==> src/rtl/counter_event_serializer.sv <==
// counter_event_serializer: merges multi-bit inc/dec event strobes and loads into
// single-step inc/dec/set commands for fast_counter, buffering excess in a saturating accumulator.
module counter_event_serializer #(
    parameter int N_INC      = 4,
    parameter int N_DEC      = 4,
    parameter int CNT_WIDTH  = 14,
    parameter int PEND_WIDTH = 8
) (
    input  logic                         clk,
    input  logic                         nrst,
    input  logic [N_INC-1:0]             inc_in,
    input  logic [N_DEC-1:0]             dec_in,
    input  logic                         set_in,
    input  logic [CNT_WIDTH-1:0]         set_val_in,
    input  logic                         clr_ovf,
    output logic                         inc,
    output logic                         dec,
    output logic                         set,
    output logic [CNT_WIDTH-1:0]         set_val,
    output logic signed [PEND_WIDTH-1:0] pending,
    output logic                         busy,
    output logic                         overflow
);
    localparam int NMAX = (N_INC > N_DEC) ? N_INC : N_DEC;
    localparam int IW   = PEND_WIDTH + $clog2(NMAX + 1) + 1;
    localparam logic signed [IW-1:0] PMAX = {{(IW-PEND_WIDTH+1){1'b0}}, {(PEND_WIDTH-1){1'b1}}};
    localparam logic signed [IW-1:0] PMIN = ~PMAX;
    logic signed [IW-1:0]         n_i, n_d, total, step;
    logic                         sat_hi, sat_lo;
    logic signed [PEND_WIDTH-1:0] pend_nxt;
    logic                         ovf_nxt;
    always_comb begin
        n_i = '0;
        n_d = '0;
        for (int i = 0; i < N_INC; i++) n_i = n_i + IW'(inc_in[i]);
        for (int i = 0; i < N_DEC; i++) n_d = n_d + IW'(dec_in[i]);
        total    = IW'(pending) + n_i - n_d;
        step     = (total > 0) ? total - 1 : (total < 0) ? total + 1 : '0;
        sat_hi   = step > PMAX;
        sat_lo   = step < PMIN;
        pend_nxt = set_in ? '0 : sat_hi ? PMAX[PEND_WIDTH-1:0] : sat_lo ? PMIN[PEND_WIDTH-1:0] : step[PEND_WIDTH-1:0];
        ovf_nxt  = (!set_in && (sat_hi || sat_lo)) ? 1'b1 : clr_ovf ? 1'b0 : overflow;
    end
    always_ff @(posedge clk or negedge nrst) begin
        if (!nrst) begin
            inc      <= 1'b0;
            dec      <= 1'b0;
            set      <= 1'b0;
            set_val  <= '0;
            pending  <= '0;
            overflow <= 1'b0;
        end else begin
            inc      <= !set_in && (total > 0);
            dec      <= !set_in && (total < 0);
            set      <= set_in;
            set_val  <= set_in ? set_val_in : set_val;
            pending  <= pend_nxt;
            overflow <= ovf_nxt;
        end
    end
    assign busy = pending != '0;
endmodule

==> config.mk <==
export PLATFORM = sky130hd
export DESIGN_NAME = counter_event_serializer
export DESIGN_NICKNAME = d
export VERILOG_FILES = /design/src/rtl/counter_event_serializer.sv
export SDC_FILE = /design/constraint.sdc
export NUM_CORES = 1
export LEC_CHECK = 0
export ABC_AREA = 1
export CORE_AREA = 5 5 92 115
export DETAILED_ROUTE_END_ITERATION = 7
export DIE_AREA = 0 0 97 120
export GPL_ROUTABILITY_DRIVEN = 1
export PLACE_DENSITY = 0.46
export SKIP_LAST_GASP = 1
export SYNTH_ARGS = -nofsm -noshare
export SYNTH_HDL_FRONTEND = slang
export SYNTH_SLANG_ARGS = --single-unit
==> constraint.sdc <==
create_clock -name clk -period 3.34 [get_ports clk]
set_clock_uncertainty 0.2 [all_clocks]
set_input_delay 0.501 -clock clk [delete_from_list [all_inputs] [get_ports clk]]
set_output_delay 0.501 -clock clk [all_outputs]
set_load 0.05 [all_outputs]
==> results.json <==
{
  "status": "finished with violations",
  "violations": "negative setup slack",
  "synth_edf_count": 0,
  "place.gp.congestion": 0.838,
  "drtIter0Drc": 78,
  "critPathKind": "in2reg",
  "grt_max_degree": 27,
  "fp.dieH_um": 120,
  "start_util": 0.240,
  "synth_cell_type_count": 29,
  "synth_fp_nets": 382,
  "htree_levels": 1,
  "grt_pass1_wl_um": 11700,
  "clkTransAtPathRegs_ps": 70,
  "netlist_area_mm2": 0.00227,
  "cts-root-buf": "clkbuf_16",
  "yosysTopAreaCell": "dfrtp_1",
  "dr.pass1.iters": 4,
  "antenna_found_initial": 0,
  "vias_per_cell": 4.28,
  "slew_headroom": 0.541,
  "rr_worst_depth": 19,
  "portBuffers": 52,
  "diodes": 0,
  "num_io_pins": 53,
  "ys_seq_area_frac": 0.287,
  "wl_per_cell_um": 12.7,
  "coreArea_mm2": 0.00946,
  "cts_made_buffers": 3,
  "grtUsageTotal": 0.121,
  "hold_start": "set_val[7]$_DFFE_PN0P_",
  "yosys_warnings": 0,
  "synth.area.top_cells": "dfrtp_1 (29%), nand2_1 (18%), ha_1 (9.9%)",
  "fin_util": 0.415,
  "gr-total-overflow": 0,
  "setup_slack_ps": -712,
  "cp_data_required_time_ps": 3340,
  "synthArstFlopShare": 1.00,
  "synth_top_area_frac": 0.287,
  "clock.fmax_mhz": 247,
  "clock_path_buffers": 2,
  "dp_hpwl_um": 5640,
  "synthCells": 333,
  "final_layout_size_suffix_gt1_frac": 0.368,
  "hold_viol": 0,
  "clkLatencyLatePin_ps": 260,
  "clock_sinks": 26,
  "layout_commonest_cell": "nand2_1",
  "cts_tree": "built",
  "grt_pass1_vias": 2539,
  "rsz0062_at_grt": "true",
  "tightest_slew_ps": 684,
  "final-setup-viol-count": 10,
  "final.period_utilization": 1.21,
  "vias": 2425,
  "areaGrowthSynthToFinish_pct": 72.9,
  "drc": 0,
  "routed_wl_um": 7200,
  "worstPathArrival_ps": 4050,
  "drtAntennaViolNets": 0,
  "nets": 490,
  "hold_path_end": "set_val[7]$_DFFE_PN0P_",
  "die_x_um": 97,
  "synth.avg_cell_area_um2": 6.81,
  "multi_input_area_mm2": 0.00185,
  "finalCriticalPeriod_ps": 4050,
  "fill_cells": 958,
  "register_area_um2": 651,
  "startpoint_type": "input pin",
  "drv_cap": 0,
  "critPathCaptureType": "flop",
  "crit_fanout": 5,
  "rr_startpoint": "pending[2]$_DFF_PN0_",
  "worst_hold_path_type": "reg2reg",
  "synth_ff_type": "dfrtp_1",
  "rows": 40,
  "slew_violations": 0,
  "layout_common_cells": "nand2_1 (96), buf_4 (50), clkdlybuf4s50_1 (46)",
  "ys_ff_latch": 26,
  "min_delay_path_depth": 2,
  "reg2reg_slack_ps": 100,
  "timing.rr.end": "pending[6]$_DFF_PN0_",
  "dieArea_mm2": 0.0116
}
-- worst max-delay path by stage --
stage | cells past startpoint | start | to
3_5_place_dp | 21 | inc_in[3] | pending[5]$_DFF_PN0_
5_1_grt | 22 | inc_in[0] | pending[0]$_DFF_PN0_
4_1_cts | 18 | dec_in[3] | pending[2]$_DFF_PN0_
6_report | 18 | dec_in[3] | pending[6]$_DFF_PN0_
2_1_floorplan | 22 | inc_in[3] | overflow$_DFFE_PN0P_
3_3_place_gp | 23 | inc_in[3] | overflow$_DFFE_PN0P_
-- metrics by stage --
step / setup TNS [ps] / worst slack (ps) / hold slack [ps] / instance area, um^2 / cells
final: -6360 / -712 / 273 / 3920 / 566
after global placement: -15740 / -1570 / 255 / 3300 / 544
after detailed placement: -15660 / -1570 / 259 / 3300 / 544
after CTS: -7340 / -814 / 274 / 3670 / 559
after floorplan: -5960 / -643 / 5.41 / 2360 / 333
after global routing: -7840 / -867 / 290 / 3920 / 566
-- routing by layer --
layer | part of all wire | up-vias | global-route usage
li1 | - | 1251 | -
met2 | 0.52 | 65 | 0.227
met5 | 0 | - | 0
met4 | 0.024 | 0 | 0.0474
met3 | 0.057 | 14 | 0.0291
met1 | 0.39 | 1095 | 0.129
-- synthesized netlist by cell type (4+ instances only) --
cell type,instances
inv_1,48
nand3_1,34
o21ai_0,8
nor2_1,28
ha_1,18
fa_1,5
nand2_1,111
nand4_1,4
inv_2,6
a21oi_1,8
dfrtp_1,26
nand2_2,11
-- cell families after synthesis --
| family | Yosys count | synth area share |
|---|---|---|
| simple gates | 202 | 0.409 |
| buf+inv | 58 | 0.0960 |
| flops | 26 | 0.287 |
| fa+ha+maj | 23 | 0.143 |
| compound gates | 21 | 0.0535 |
| xor+xnor | 3 | 0.0116 |
-- registers in the layout (all words and copies together) (netlist names) --
signal and cells:
dec 1, inc 1, overflow 1, pending 8, set 1, set_val 14
-- final cells by class --
cell class,instances,share of cell area
Sequential cell,26,0.166
Clock buffer,3,0.0191
Tap cell,126,0.0402
Clock inverter,1,0.00766
Multi-Input combinational cell,249,0.472
Inverter,55,0.0565
Timing Repair Buffer,106,0.238
-- worst max-delay path, stage by stage --
cell	delay (ps)
clkdlybuf4s15_2	190
fa_1	450
ha_2	210
ha_4	270
fa_2	460
fa_2	640
nand2_2	100
a21oi_4	160
nand3_2	110
nor2_4	120
nand2_4	70
o21bai_4	140
inv_2	70
nor2_8	150
nand3_4	100
nand2_4	100
nand2_8	80
nor2_2	110
-- repair_timing --
| action | CTS | global route |
|---|---|---|
| resized for setup | 62 | 46 |
| pin swaps | 37 | 26 |
| setup endpoints to repair | 11 | 11 |
| endpoints found under the hold margin | 0 | 0 |
| hold buffers | 0 | 0 |
| buffers inserted | 12 | 7 |
Power is left out: the tool's default activity adds up to more than one toggle a clock period on the data nets, which glitch-free logic cannot reach.
